**src/rtl/fifo_rd_ctrl.sv**
```systemverilog
// fifo_rd_ctrl -- read-domain controller of the asynchronous FIFO.
//
// Owns the read pointer (binary and Gray), issues reads to the dual-port RAM
// (1-cycle read latency) and presents words through a first-word-fall-through
// valid/ready port backed by a 2-entry output stage (dout slot + skid slot),
// so one word per cycle is sustained. Also publishes empty, level and
// almost-empty status for read-side logic.
//
// Ports:
//   rclk, rrst_n   read clock, asynchronous active-low reset
//   rq2_wptr       Gray write pointer, already synchronized into rclk
//   rptr           registered Gray read pointer for the write-domain sync
//   raddr, ren     RAM read address / enable; mem_rdata valid one cycle later
//   mem_rdata      RAM read data
//   dout, dout_valid, dout_ready   FWFT output handshake
//   rempty         registered; RAM holds no unread word
//   rlevel         registered count of unread words in RAM (excludes stage)
//   almost_empty   registered; rlevel <= AE_THRESH
module fifo_rd_ctrl #(
  parameter int unsigned ADDRSIZE  = 4,
  parameter int unsigned DSIZE     = 8,
  parameter int unsigned AE_THRESH = 2
) (
  input  logic                rclk,
  input  logic                rrst_n,
  input  logic [ADDRSIZE:0]   rq2_wptr,
  output logic [ADDRSIZE:0]   rptr,
  output logic [ADDRSIZE-1:0] raddr,
  output logic                ren,
  input  logic [DSIZE-1:0]    mem_rdata,
  output logic [DSIZE-1:0]    dout,
  output logic                dout_valid,
  input  logic                dout_ready,
  output logic                rempty,
  output logic [ADDRSIZE:0]   rlevel,
  output logic                almost_empty
);

  localparam int unsigned        PW     = ADDRSIZE + 1;
  localparam logic [ADDRSIZE:0]  AE_LIM = PW'(AE_THRESH);

  // Output-stage occupancy states (dout slot + skid slot + word in flight).
  localparam logic [1:0] OCC_EMPTY = 2'd0;
  localparam logic [1:0] OCC_ONE   = 2'd1;
  localparam logic [1:0] OCC_TWO   = 2'd2;

  logic [ADDRSIZE:0] r_rbin;
  logic [ADDRSIZE:0] r_rptr;
  logic              r_rempty;
  logic [ADDRSIZE:0] r_rlevel;
  logic              r_almost_empty;

  logic [DSIZE-1:0]  r_dout;
  logic              r_dout_valid;
  logic [DSIZE-1:0]  r_skid;
  logic              r_skid_valid;
  logic              r_inflight;

  logic [ADDRSIZE:0] w_rbinnext;
  logic [ADDRSIZE:0] w_rgraynext;
  logic [ADDRSIZE:0] w_wbin;
  logic [ADDRSIZE:0] w_level_next;
  logic [1:0]        w_occ;
  logic [1:0]        w_occ_left;
  logic              w_pop;
  logic              w_ren;

  // Gray to binary: bit i is the XOR of all Gray bits at or above i.
  always_comb begin
    w_wbin = '0;
    for (int unsigned i = 0; i < PW; i++) begin
      w_wbin[i] = ^(rq2_wptr >> i);
    end
  end

  assign w_occ      = {1'b0, r_dout_valid} + {1'b0, r_skid_valid} + {1'b0, r_inflight};
  assign w_pop      = r_dout_valid & dout_ready;
  assign w_occ_left = w_occ - {1'b0, w_pop};
  // Only read when the word it returns is guaranteed a slot next cycle.
  assign w_ren      = ~r_rempty & (w_occ_left != OCC_TWO);

  assign w_rbinnext   = r_rbin + {{ADDRSIZE{1'b0}}, w_ren};
  assign w_rgraynext  = w_rbinnext ^ (w_rbinnext >> 1);
  assign w_level_next = w_wbin - w_rbinnext;

  always_ff @(posedge rclk or negedge rrst_n) begin
    if (!rrst_n) begin
      r_rbin         <= '0;
      r_rptr         <= '0;
      r_rempty       <= 1'b1;
      r_rlevel       <= '0;
      r_almost_empty <= 1'b1;
    end else begin
      r_rbin         <= w_rbinnext;
      r_rptr         <= w_rgraynext;
      r_rempty       <= (w_rgraynext == rq2_wptr);
      r_rlevel       <= w_level_next;
      r_almost_empty <= (w_level_next <= AE_LIM);
    end
  end

  // Stage routing keyed on occupancy. With occ capped at 2, a valid skid
  // implies no word in flight, so the returning word and a skid shift never
  // collide; ordering is skid (older) before the in-flight word.
  always_ff @(posedge rclk or negedge rrst_n) begin
    if (!rrst_n) begin
      r_dout       <= '0;
      r_dout_valid <= 1'b0;
      r_skid       <= '0;
      r_skid_valid <= 1'b0;
      r_inflight   <= 1'b0;
    end else begin
      r_inflight <= w_ren;
      case (w_occ)
        OCC_EMPTY: ;
        OCC_ONE: begin
          if (r_inflight) begin
            r_dout       <= mem_rdata;
            r_dout_valid <= 1'b1;
          end else if (w_pop) begin
            r_dout_valid <= 1'b0;
          end
        end
        OCC_TWO: begin
          if (r_skid_valid) begin
            if (w_pop) begin
              r_dout       <= r_skid;
              r_skid_valid <= 1'b0;
            end
          end else if (w_pop) begin
            r_dout <= mem_rdata;
          end else begin
            r_skid       <= mem_rdata;
            r_skid_valid <= 1'b1;
          end
        end
        default: ;
      endcase
    end
  end

  assign rptr         = r_rptr;
  assign raddr        = r_rbin[ADDRSIZE-1:0];
  assign ren          = w_ren;
  assign dout         = r_dout;
  assign dout_valid   = r_dout_valid;
  assign rempty       = r_rempty;
  assign rlevel       = r_rlevel;
  assign almost_empty = r_almost_empty;

endmodule

```
**config.mk**
```make
export PLATFORM = sky130hd
export DESIGN_NAME = fifo_rd_ctrl
export DESIGN_NICKNAME = d
export VERILOG_FILES = /design/src/rtl/fifo_rd_ctrl.sv
export SDC_FILE = /design/constraint.sdc
export NUM_CORES = 1
export LEC_CHECK = 0
export ABC_CLOCK_PERIOD_IN_PS = 3400
export CAP_MARGIN = 20
export CORE_AREA = 2 2 65 67
export CTS_CLUSTER_DIAMETER = 50
export CTS_CLUSTER_SIZE = 8
export DETAILED_ROUTE_END_ITERATION = 12
export DIE_AREA = 0 0 67 69
export GPL_TIMING_DRIVEN = 0
export PLACE_DENSITY = 0.76
export SKIP_LAST_GASP = 1
export SLEW_MARGIN = 20
export SYNTH_ARGS = -nofsm -noshare
export SYNTH_HDL_FRONTEND = slang
export SYNTH_SLANG_ARGS = --single-unit
```
**constraint.sdc**
```tcl
create_clock -name rclk -period 3.4 [get_ports rclk]
set_clock_uncertainty 0.05 [all_clocks]
set_input_delay 1.02 -clock rclk [delete_from_list [all_inputs] [get_ports rclk]]
set_output_delay 1.02 -clock rclk [all_outputs]
set_load 0.1 [all_outputs]
```
==> metrics.md, run 1 <==
| Metric | Value |
|---|---|
| Status | `finished clean` |
| Most frequent cells in the layout | `clkdlybuf4s50_1, dfrtp_1, nand2_1, xor2_1` |
| Worst Max-Slew Pin Slew | `0.978 ns` |
| Die height | `69 um` |
| Core area | `3910 sq um` |
| Antenna-violating nets left | `0` |
| Share of layout cells above drive strength 1 | `0.250` |
| Register area share after synthesis | `0.523` |
| Yosys warns | `0` |
| RSZ-0062 raised after global routing | `no` |
| IO Count | `42` |
| Final hold vios | `0` |
| Critical path cell sequence | `clkdlybuf4s15_2, nand2_2, xor2_2, a21oi_4, clkdlybuf4s15_2` |
| Top_reg_cell synth | `dfrtp_1` |
| HP Start | `dout[7]` |
| # fillers | `320` |
| Drt first pass iters | `4` |
| Syn_nets | `160` |
| Rows | `23` |
| Gpl congestion | `0.787` |
| Skew-Pair Late Insertion Delay | `0.28 ns` |
| Most common cell after layout, fill and taps aside | `clkdlybuf4s50_1` |
| TritonCTS clock tree | `built` |
| Vias per cell | `5.05` |
| N_diodes | `0` |
| Worst path max stage delay | `0.58 ns` |
| Reg2reg setup slack | `0.14 ns` |
| Asr flop ratio synth | `1.00` |
| Slew HR | `0.346` |
| Post-synth EDFFs | `0` |
| Mapped Cells | `137` |
| Post-route clock period utilization | `0.982` |
| Yosys cell types | `35` |
| Full die area | `4620 sq um` |
| # port buffers | `41` |
| First-pass GRT wire length | `5880 um` |
| WS Path Type | `primary input to output port` |
| Syn Area/Cell | `12.3 sq um` |
| Vias in the first global route | `1,250` |
| Worst path most repeated cell | `clkdlybuf4s15_2` |
| Hold crit path type | `register to register` |
| Storage element area | `882 sq um` |
| Worst Setup SP | `dout_ready` |
| GR Util All Layers | `0.170` |
| Post-layout util | `0.625` |
| Initial antenna violation count | `0` |
| Worst-path fanout max | `4` |
| Required time worst endpoint | `2.33 ns` |
| Clock sink count | `35` |
| CTS Buf Count | `5` |
| Starting DRC count in detailed routing | `32` |
| Largest net degree at the start of global routing | `36` |
| Synth Register Bits | `35` |
| FF-to-FF Start | `dout_valid` |
| Final Critical Period | `3.34 ns` |
| CP Data Arrival Time | `2.27 ns` |
| Synthesized area | `1680 sq um` |
| Worst setup SP type | `primary input` |
| CP max stage cell | `clkdlybuf4s15_2` |
| Grt total ovfl | `0` |
| CTS clk-pin slew, worst paths | `0.06 ns` |
| Number of max-cap violations | `0` |
| Layout Nets | `214` |
| CP endpoint kind | `output port` |
| Area delta synth->final | `45.6%` |
| Cts hold-fix bufs | `0` |
| Final Slew Violations | `0` |
| Worst path bufs/invs | `2` |
| FMAX | `300 MHz` |
| Area of the multi-input gates | `905 sq um` |
| # DRC | `0` |
| Crit path max-delay family | `buffers and inverters` |
| Post-DP HPWL | `2490 um` |
| Initial Util | `0.429` |
| Wire length per cell | `14.2 um` |
| Clk buf depth | `2` |
| H-tree Lvls | `2` |
| Chip Width | `67 um` |
| Final WL | `3440 um` |
| Total number of vias | `1,222` |
| Root buffer cell | `clkbuf_8` |
| Setup Viol. Count Final | `0` |
[sequential cells by signal, indices dropped and copies added (netlist names)]
signal and cells:
r_rbin 5, rlevel 5, rptr 4, rempty 1, r_skid 8, almost_empty 1
dout 8, r_inflight 1, dout_valid 1, r_skid_valid 1
[worst min-delay path: cells and delay by family, from the launching register on]
family | cells | cell delay, ns
flip-flops | 1 | 0.34
AND/OR/NAND/NOR | 1 | 0.04
AO/OA/AOI/OAI | 1 | 0.06
[metal layers]
| layer | global-route usage | wire, um |
|---|---|---|
| met2 | 0.276 | 1760 |
| met4 | 0.0703 | 83 |
| met1 | 0.205 | 1380 |
| met3 | 0.0538 | 217 |
| met5 | 0 | 0 |
[metrics by stage]
step / instances / setup WS, ns / instance area [sq um] / hold slack, ns / TNS, ns
2_1_floorplan: 137 / -0.617 / 1780 / 0.414 / -1.45
3_3_place_gp: 228 / -0.830 / 2260 / 0.415 / -2.60
3_5_place_dp: 229 / -0.864 / 2270 / 0.424 / -2.91
4_1_cts: 242 / 0.0202 / 2430 / 0.439 / 0
5_1_grt: 242 / 0.00175 / 2450 / 0.471 / 0
6_report: 242 / 0.0629 / 2450 / 0.436 / 0
[cell usage after synthesis, drive strengths merged (2+ instances only)]
cell type / number / area (sq um)
dfrtp: 33 / 826
dfstp: 2 / 52.6
ha: 6 / 75.1
inv: 7 / 26.3
mux2: 8 / 90.1
mux2i: 8 / 80.1
nand2: 12 / 45.0
nand3: 4 / 20.0
nor2: 4 / 22.5
nor2b: 3 / 18.8
nor3: 2 / 10.0
o21ai: 8 / 40.0
or3: 3 / 20.0
xnor2: 7 / 61.3
xor2: 14 / 138
[repair_timing]
item                                    in CTS  in global routing
endpoints found under the setup margin       4                  1
resized for setup                           14                  5
pin swaps                                   10                  5
buffers inserted                             6                  0
[path summary, 6_finish.rpt]
path                                end  cells past startpoint
max                                 ren                      5
min                             dout[7]                      2
max reg2reg                almost_empty                     12
min reg2reg                     dout[7]                      2
max in group asynchronous  almost_empty                      2
min in group asynchronous    dout_valid                      2
[cell families (layout without fill, tap and decap cells)]
| kind of cell | count (synthesis) | after routing | share of synthesized area |
|---|---|---|---|
| buffers and inverters | 9 | 64 | 0.0208 |
| muxes | 16 | 16 | 0.101 |
| xor gates and xnor gates | 22 | 22 | 0.133 |
| AOI/OAI and AO/OA | 17 | 17 | 0.0700 |
| DFF | 35 | 35 | 0.523 |
| adders and majority gates | 8 | 8 | 0.0633 |
| and+or+nand+nor | 30 | 30 | 0.0894 |
[area by class of cell]
cell class              count  area share
clock buffers               8      0.0409
well taps                  50      0.0256
inverters                   7      0.0107
flip-flops and latches     35       0.361
repair buffers             48       0.191
multi-input cells          93       0.370
plain buffers               1     0.00153
Power of run 1 is left out: the tool's default activity adds up to more than one toggle a clock period on the data nets, which glitch-free logic cannot reach.
==> run 2: changes to the inputs <==
- PLACE_DENSITY: 0.76 -> default
- PLACE_DENSITY_LB_ADDON: default -> 0.12
==> run 2 against run 1 <==
Against the previous run: via count is 3.1% lower; non-clock buffer count is 2 higher; global-route usage is 0.95 points lower; setup slack better by 0.056 ns; utilization is 0.096 points lower; first-iteration DRC count is 9.4% lower; sequential share of layout area is 0.056 points higher; routed wire length is 1.6% lower; die area stayed put; critical path type is now primary input to register; highest routed layer unchanged.
==> metrics.md, run 2 (synthesis gave the netlist of run 1 again) <==
| Metric | Value |
|---|---|
| Vias per cell | `4.85` |
| Total number of vias | `1,184` |
| RSZ-0062 raised after global routing | `no` |
| Met1 WL | `1340 um` |
| Area delta synth->final | `45.3%` |
| Most frequent cells in the layout | `clkdlybuf4s50_1, dfrtp_1, nand2_1, xor2_1` |
| # port buffers | `41` |
| WL met3 | `205 um` |
| Most common cell after layout, fill and taps aside | `clkdlybuf4s50_1` |
| Grt total ovfl | `0` |
| Worst Hold Depth | `2` |
| Die height | `69 um` |
| TritonCTS clock tree | `built` |
| Final hold vios | `0` |
| Rows | `23` |
| Drt first pass iters | `4` |
| Final WL | `3390 um` |
| CP endpoint kind | `register` |
| Share of layout cells above drive strength 1 | `0.247` |
| Top layer in use | `met4` |
| Skew-Pair Late Insertion Delay | `0.28 ns` |
| Post-route clock period utilization | `0.965` |
| Met2 WL | `1820 um` |
| Area of the multi-input gates | `901 sq um` |
| Final Critical Period | `3.28 ns` |
| Chip Width | `67 um` |
| H-tree Lvls | `2` |
| Hold crit path type | `register to register` |
| CTS Buf Count | `5` |
| Cts hold-fix bufs | `0` |
| # fillers | `333` |
| Post-DP HPWL | `2500 um` |
| GR Util All Layers | `0.160` |
| Initial antenna violation count | `0` |
| Root buffer cell | `clkbuf_8` |
| IO Count | `42` |
| Initial Util | `0.429` |
| Full die area | `4620 sq um` |
| Slew HR | `0.347` |
| Antenna-violating nets left | `0` |
| Wire length per cell | `13.9 um` |
| Worst Max-Slew Pin Slew | `0.977 ns` |
| Required time worst endpoint | `3.53 ns` |
| CP Data Arrival Time | `3.41 ns` |
| Reg2reg setup slack | `0.16 ns` |
| WS Path Type | `primary input to register` |
| Starting DRC count in detailed routing | `29` |
| Worst Reg-to-Reg Cells | `12` |
| Layout Nets | `216` |
| Worst setup SP type | `primary input` |
| Number of max-cap violations | `0` |
| Largest net degree at the start of global routing | `25` |
| Worst-path fanout max | `2` |
| CTS clk-pin slew, worst paths | `0.07 ns` |
| Worst hold slack | `0.430 ns` |
| Gpl congestion | `0.759` |
| First-pass GRT wire length | `5610 um` |
| Final Slew Violations | `0` |
| Core area | `3910 sq um` |
| Vias in the first global route | `1,223` |
| Storage element area | `882 sq um` |
| Clk buf depth | `2` |
| Setup Viol. Count Final | `0` |
| # DRC | `0` |
| Status | `finished clean` |
| FMAX | `305 MHz` |
| N_diodes | `0` |
| Clock sink count | `35` |
==> run 2: path summary, 6_finish.rpt <==
check	start	endpoint
worst max-delay path	rq2_wptr[2]	almost_empty
worst min-delay path	dout[4]	dout[4]
worst max register to register	dout_valid	almost_empty
worst min register to register	dout[4]	dout[4]
max in group asynchronous	rrst_n	rempty
min in group asynchronous	rrst_n	dout_valid
==> run 2: worst max-delay path, stage by stage <==
cell	delay (ns)
dlygate4sd2_1	0.23
xnor3_2	0.48
xor2_4	0.18
xor2_1	0.16
ha_2	0.20
inv_1	0.05
ha_2	0.18
or3_4	0.32
o221a_4	0.23
xnor2_2	0.15
a2111oi_4	0.20
==> run 2: layout make-up <==
| type | count | area share |
|---|---|---|
| Buffer | 2 | 0.00615 |
| Tap cell | 50 | 0.0256 |
| Clock inverter | 1 | 0.00205 |
| Timing Repair Buffer | 49 | 0.194 |
| Multi-Input combinational cell | 93 | 0.369 |
| Sequential cell | 35 | 0.361 |
| Inverter | 7 | 0.0108 |
| Clock buffer | 7 | 0.0313 |
==> run 2: stage by stage <==
stage / std cells / setup WS [ns] / util / TNS (ns) / cell area (sq um)
after CTS: 244 / 0.0141 / 0.622 / 0 / 2430
after detailed placement: 229 / -0.860 / 0.582 / -3.00 / 2280
after global placement: 228 / -0.830 / 0.576 / -2.67 / 2260
after global routing: 244 / 0.0441 / 0.624 / 0 / 2440
after floorplan: 137 / -0.617 / - / -1.45 / 1780
final: 244 / 0.119 / 0.624 / 0 / 2440
==> run 2: routing by layer <==
layer,up-vias,global-route usage
met5,-,0
met4,0,0.0476
met3,2,0.0538
met2,29,0.275
met1,577,0.186
li1,576,-
==> run 2: timing repair <==
| action | 4_1_cts | 5_1_grt |
|---|---|---|
| endpoints found under the setup margin | 4 | 1 |
| buffers inserted | 7 | 0 |
| pin swaps | 10 | 4 |
| gates resized for setup | 15 | 3 |
Power of run 2 is left out for the same reason.
==> run 3: changes to the inputs <==
- PLACE_DENSITY: default -> 0.71
- PLACE_DENSITY_LB_ADDON: 0.12 -> default
==> run 3 against run 2 <==
Against the previous run: register-to-register slack worse by 0.03 ns; first-iteration DRC count is 17% higher; cell count is 0.41% lower; worst hold slack better by 0.0053 ns; count of clock-buffer cells in the layout is 1 lower; via count is 1.4% higher; non-clock buffer count is 1 lower; utilization is 1.0 points higher; sequential share of layout area is 0.58 points lower; flip-flop and latch count stayed put; critical path type is now register to output port; highest routed layer unchanged.
==> metrics.md, run 3 (synthesis gave the netlist of run 1 again) <==
| Metric | Value |
|---|---|
| Status | `finished clean` |
| CP Data Arrival Time | `2.28 ns` |
| Final worst slack | `0.0546 ns` |
| CP max stage cell | `clkdlybuf4s15_2` |
| # fillers | `335` |
| H-tree Lvls | `2` |
| RSZ-0062 raised after global routing | `yes` |
| Area of the multi-input gates | `917 sq um` |
| Drt first pass iters | `4` |
| Crit path max-delay family | `buffers and inverters` |
| TritonCTS clock tree | `built` |
| Worst path bufs/invs | `1` |
| Wire length per cell | `14.4 um` |
| Number of max-cap violations | `0` |
| Worst path max stage delay | `0.59 ns` |
| Final Critical Period | `3.35 ns` |
| Storage element area | `882 sq um` |
| Rows | `23` |
| Chip Width | `67 um` |
| WS Path Type | `register to output port` |
| Grt total ovfl | `0` |
| Worst-path fanout max | `3` |
| Starting DRC count in detailed routing | `34` |
| Required time worst endpoint | `2.33 ns` |
| Layout Nets | `215` |
| N_diodes | `0` |
| Largest net degree at the start of global routing | `36` |
| Total number of vias | `1,201` |
| Clock sink count | `35` |
| Skew-Pair Late Insertion Delay | `0.29 ns` |
| Clk buf depth | `2` |
| GR Util All Layers | `0.165` |
| # port buffers | `41` |
| Antenna-violating nets left | `0` |
| Met2 WL | `1860 um` |
| Initial antenna violation count | `0` |
| Most frequent cells in the layout | `clkdlybuf4s50_1, dfrtp_1, nand2_1, xor2_1` |
| CP endpoint kind | `output port` |
| Die height | `69 um` |
| # DRC | `0` |
| Full die area | `4620 sq um` |
| Share of layout cells above drive strength 1 | `0.259` |
| FMAX | `299 MHz` |
| Top layer in use | `met4` |
| WL met3 | `185 um` |
| Root buffer cell | `clkbuf_8` |
| Vias per cell | `4.94` |
| Reg2reg setup slack | `0.13 ns` |
| Initial Util | `0.429` |
| Setup Viol. Count Final | `0` |
| Most common cell after layout, fill and taps aside | `clkdlybuf4s50_1` |
| Worst Max-Slew Pin Slew | `0.984 ns` |
| Worst slack at placement | `-0.868 ns` |
| Final Cell Area | `2480 sq um` |
| Met1 WL | `1400 um` |
| Area delta synth->final | `47.7%` |
| Slew HR | `0.342` |
| Final hold vios | `0` |
| Cell Area, Placed | `2270 sq um` |
| IO Count | `42` |
| Vias in the first global route | `1,221` |
| Hold crit path type | `register to register` |
| Core area | `3910 sq um` |
| Critical path cell sequence | `fa_2, xor2_2, a21oi_4, clkdlybuf4s15_2` |
| Final WL | `3510 um` |
| Cts hold-fix bufs | `0` |
| First-pass GRT wire length | `5640 um` |
| Worst setup SP type | `register` |
| CTS Buf Count | `5` |
| Post-DP HPWL | `2490 um` |
| Gpl congestion | `0.726` |
| Final Slew Violations | `0` |
| Post-route clock period utilization | `0.984` |
| CTS clk-pin slew, worst paths | `0.07 ns` |
## run 3: repair_timing
item                                   CTS  global route
resized for setup                       14             5
endpoints found under the hold margin    0             0
buffers inserted                         7             0
pin swaps                               10             2
setup endpoints to repair                4             2
## run 3: worst paths after layout
check | from | to | cells past startpoint
max in group asynchronous | rrst_n | almost_empty | 2
hold reg to reg | dout[5] | dout[5] | 2
min in group asynchronous | rrst_n | dout[4] | 2
setup / recovery | dout_valid | ren | 4
setup reg to reg | dout_valid | rempty | 12
hold / removal | dout[5] | dout[5] | 2
## run 3: stage by stage
step	hold WS, ns	std cells	utilization	TNS [ns]
3_5_place_dp	0.426	229	0.580	-3.06
6_report	0.436	243	0.634	0
2_1_floorplan	0.414	137	-	-1.45
5_1_grt	0.470	243	0.634	-0.0209
3_3_place_gp	0.411	228	0.576	-2.61
4_1_cts	0.442	243	0.628	0
## run 3: final cells by class
cell class,instances,share of cell area
well taps,50,0.0252
inverters,7,0.0106
repair buffers,49,0.191
clock buffers,6,0.0333
flip-flops and latches,35,0.355
plain buffers,1,0.00151
clock inverters,2,0.0141
multi-input cells,93,0.369
## run 3: per-layer routing
metal | global-route usage | vias up
met5 | 0 | -
met4 | 0.0726 | 0
met3 | 0.0440 | 5
met2 | 0.283 | 32
met1 | 0.188 | 586
li1 | - | 578
## run 3: tightest hold or removal path: stages, from the launching register on
cell	delay, ns
dfrtp_1	0.34
nand2_1	0.05
o21ai_0	0.06
Power of run 3 is left out for the same reason.
==> RTL change 1, RTL diff (settings of run 1) <==
Change the parameter `DSIZE` from 8 to 4.
--- a/src/rtl/fifo_rd_ctrl.sv
+++ b/src/rtl/fifo_rd_ctrl.sv
@@ -19,5 +19,5 @@
 module fifo_rd_ctrl #(
   parameter int unsigned ADDRSIZE  = 4,
-  parameter int unsigned DSIZE     = 8,
+  parameter int unsigned DSIZE     = 4,
   parameter int unsigned AE_THRESH = 2
 ) (
Interface: changed (resized dout and mem_rdata); port bits go from 42 to 34. The function was not compared with the original's and may differ.
==> RTL change 1 against run 1 <==
Area after synthesis decreased by 19%; utilization decreased by 11 points; sequential share of layout area shrank 2.0 points; sequential cell count shrank 8; wire length shrank 20%; worst hold slack better by 0.0051 ns; design area decreased by 18%; setup slack worse by 0.017 ns.
Power is left out: the tool's default activity adds up to more than one toggle a clock period on the data nets, which glitch-free logic cannot reach.
==> RTL change 1: results (changes against run 1) <==
metric	value	unit	change
design.final.nets	177		-17%
min-delay-start	dout[0]$_DFFE_PN0P_		
run_status	finished clean		
routedWlPerCell	13.4	µm	-5.9%
grt_use_total	13.3	%	-3.7 points
holdWs	0.441	ns	+0.00510 ns
grt_pass1_wl	4.73	mm	-20%
grt_max_degree	28		-22%
grt_pass1_vias	1018		-19%
use_met1	16.7	%	-3.8 points
ctsHtreeMaxLevel	1		-1
path_clk_slew	0.09	ns	+0.03 ns
fill_cells	360		+13%
ys_seq_area_share	50.0	%	-2.3 points
min_to	dout[0]$_DFFE_PN0P_		
vias	960		-21%
netlist_top_cells_count	dfrtp_1, xor2_1, nand2_1		
portBuffers	33		-20%
synth_cell_type_count	33		-5.7%
synth_top_area_share	46.1	%	-3.0 points
synth_nets	131		-18%
numCtsBuffers	3		-2
synth.area.top_cells	dfrtp_1, xor2_1, ha_1, xnor2_1, dfstp_2		
tightest_slew	0.970	ns	-0.00894 ns
clk_latency	0.27	ns	
arrival	3.48	ns	+1.21 ns
met2_usage	22.9	%	-4.7 points
gp_congestion	0.820		+4.2%
r2r_start	dout_valid$_DFFE_PN0P_		
post-dp-hpwl	2.04	mm	-18%
[RTL change 1: cells by family after synthesis]
logic type / Yosys count / share of synthesized area [%]
adder cells (fa/ha/maj): 8 / 7.84
XOR/XNOR: 22 / 16.4
flip-flops: 27 / 50.0
AND/OR/NAND/NOR: 26 / 9.96
buffers and inverters: 8 / 2.31
AO/OA/AOI/OAI: 13 / 7.20
multiplexers: 8 / 6.27
[RTL change 1: worst max path at each step]
stage                      startpoint                     end  depth (start not counted)  slack, ns
3_3_place_gp               dout_ready                     ren                          5      -0.84
5_1_grt        dout_valid$_DFFE_PN0P_  almost_empty$_DFF_PN1_                         12      -0.09
3_5_place_dp               dout_ready                     ren                          5      -0.85
2_1_floorplan  dout_valid$_DFFE_PN0P_  almost_empty$_DFF_PN1_                         12      -0.62
4_1_cts                    dout_ready  almost_empty$_DFF_PN1_                         13       0.02
6_report       dout_valid$_DFFE_PN0P_  almost_empty$_DFF_PN1_                         12       0.05
[RTL change 1: critical path, stage by stage, from the launching register on]
cell and delay [ns]:
dfrtp_4 0.51, fa_2 0.62, xor2_2 0.18, a21oi_4 0.09
ha_4 0.18, ha_4 0.17, xor2_4 0.20, inv_2 0.06
ha_4 0.16, or3_4 0.38, o221a_4 0.25, xnor2_4 0.14
a2111oi_4 0.27
[RTL change 1: layout make-up]
type                    count  area [µm²]  area share [%]
multi-input cells          77         808            40.4
flip-flops and latches     27         682            34.1
repair buffers             42         378            18.9
well taps                  50        62.6            3.13
clock buffers               4        45.0            2.25
inverters                   7        26.3            1.31
[RTL change 1: stage by stage]
step | setup TNS [ns] | setup slack (ns) | instance area (µm²) | std cells
finish | 0 | 0.0461 | 2000 | 207
global route | -0.0876 | -0.0876 | 2000 | 207
CTS | 0 | 0.0154 | 1960 | 204
global placement | -2.66 | -0.836 | 1850 | 195
floorplan | -1.45 | -0.617 | 1460 | 112
detailed placement | -2.87 | -0.848 | 1850 | 195
[RTL change 1: repair_timing]
item / 4_1_cts / 5_1_grt
pin swaps: 4 / 10
gates cloned: 0 / 0
setup buffers: 5 / 4
gates resized for setup: 13 / 11
setup endpoints to repair: 4 / 2
[RTL change 1: layer usage]
| layer | vias up | part of all wire, % | wire length [µm] |
|---|---|---|---|
| met5 | - | 0 | 0 |
| met4 | 0 | 1.7 | 46 |
| met3 | 4 | 5.5 | 151 |
| met2 | 27 | 52 | 1440 |
| met1 | 463 | 41 | 1130 |
| li1 | 466 | - | - |
==> RTL change 2, RTL diff (config.mk and constraints of run 1) <==
Made on the original files. Reset style: synchronous (`rrst_n`), changed in 2 clocked blocks. Comments in the files are not updated.
--- a/src/rtl/fifo_rd_ctrl.sv
+++ b/src/rtl/fifo_rd_ctrl.sv
@@ -84,5 +84,5 @@
   assign w_level_next = w_wbin - w_rbinnext;
 
-  always_ff @(posedge rclk or negedge rrst_n) begin
+  always_ff @(posedge rclk) begin
     if (!rrst_n) begin
       r_rbin         <= '0;
@@ -103,5 +103,5 @@
   // implies no word in flight, so the returning word and a skid shift never
   // collide; ordering is skid (older) before the in-flight word.
-  always_ff @(posedge rclk or negedge rrst_n) begin
+  always_ff @(posedge rclk) begin
     if (!rrst_n) begin
       r_dout       <= '0;
Formal check against the unedited RTL: differs if rrst_n is asserted again (counterexample within 4 cycles, from zero or initial values and one cycle with rrst_n low); with rrst_n held inactive, the same outputs for 10 cycles.
==> RTL change 2 against run 1 <==
Area after synthesis is 2.9% higher; final cell count is 13% higher; wire length is 2.4% lower; critical endpoint is now rlevel[4]$_SDFF_PN0_; sequential cell count stayed put; design area is 0.56% lower; via count is 5.2% higher; setup slack better by 0.035 ns.
Power is left out: it rests on default switching activity, and per cell area and clock period it moved more than threefold.
==> RTL change 2: results (changes against run 1) <==
metric	value	unit	change
grt_use_met3	4.73	%	-0.65 points
netlist_top_cells_count	dfxtp_1, and2_1, mux2i_1, nor2b_1, nand2_1		
cp_slowest_cell	dlygate4sd2_1		
min_to	r_skid[7]$_SDFFE_PN0P_		
gp_congestion	0.766		-2.7%
r2r-end	almost_empty$_SDFF_PN1_		
cpPeakStageDelay	0.32	ns	-0.26 ns
multi_input_area	1070	µm²	+19%
synth_xor_area_share	15.2	%	+1.9 points
r2r_start	dout_valid$_SDFFE_PN0P_		
synth_compound_area_share	7.38	%	+0.38 points
cts-resized-gates	11		-3
grt_pass1_wl	5.97	mm	+1.5%
critPathMaxFanout	9		+5
design.final.nets	245		+14%
m1WireLength	1.64	mm	+18%
holdWs	0.473	ns	+0.0376 ns
met2_usage	26.1	%	-1.5 points
r2r_cells	11		-1
vias	1285		+5.2%
postCtsSetupRepairBufs	3		-3
post-dp-hpwl	2.38	mm	-4.3%
dpl.cell_count	262		+14%
use_met1	22.2	%	+1.8 points
dp_slack	-0.913	ns	-0.0482 ns
wl_met3	152	µm	-30%
synth_nets	194		+21%
dr.first_iter.drc_count	64		+100%
synth-adder-area-share	6.08	%	-0.25 points
async_flop_share	0	%	-100 points
arrival	3.48	ns	+1.21 ns
grt_max_degree	12		-67%
endpoint	rlevel[4]$_SDFF_PN0_		
portBuffers	41		unchanged
r2r_slack	0.29	ns	+0.15 ns
drt-total-wl	3.36	mm	-2.4%
syn_inst	171		+25%
run_status	finished clean		
grt_use_total	16.8	%	-0.20 points
critPathTopFamily	compound AO/OA/AOI/OAI gates		
min-delay-start	r_skid[7]$_SDFFE_PN0P_		
placed_area	2290	µm²	+0.72%
fill_cells	350		+9.4%
[RTL change 2: cell types whose count changed after synthesis, moves of 5 or more]
cell,run 1,this run
dfrtp_1,33,0
dfxtp_1,0,35
nor2b_1,3,17
clkbuf_1,1,6
mux2i_1,8,17
and2_1,0,18
[RTL change 2: worst register-to-register path: stages (launching register included)]
cell	delay, ns
dfxtp_4	0.38
fa_1	0.61
xor2_2	0.20
a21oi_4	0.10
ha_4	0.18
ha_4	0.25
clkbuf_8	0.15
inv_1	0.07
maj3_1	0.35
a21o_1	0.20
xor2_1	0.17
o41ai_2	0.32
[RTL change 2: cell type report]
class                           instances  share of cell area, %
Buffer                                  6                   1.34
Tap cell                               50                   2.57
Inverter                                3                  0.463
Clock inverter                          2                   1.44
Multi-Input combinational cell        127                   44.2
Clock buffer                            6                   3.40
Timing Repair Buffer                   44                   17.6
Sequential cell                        35                   29.0
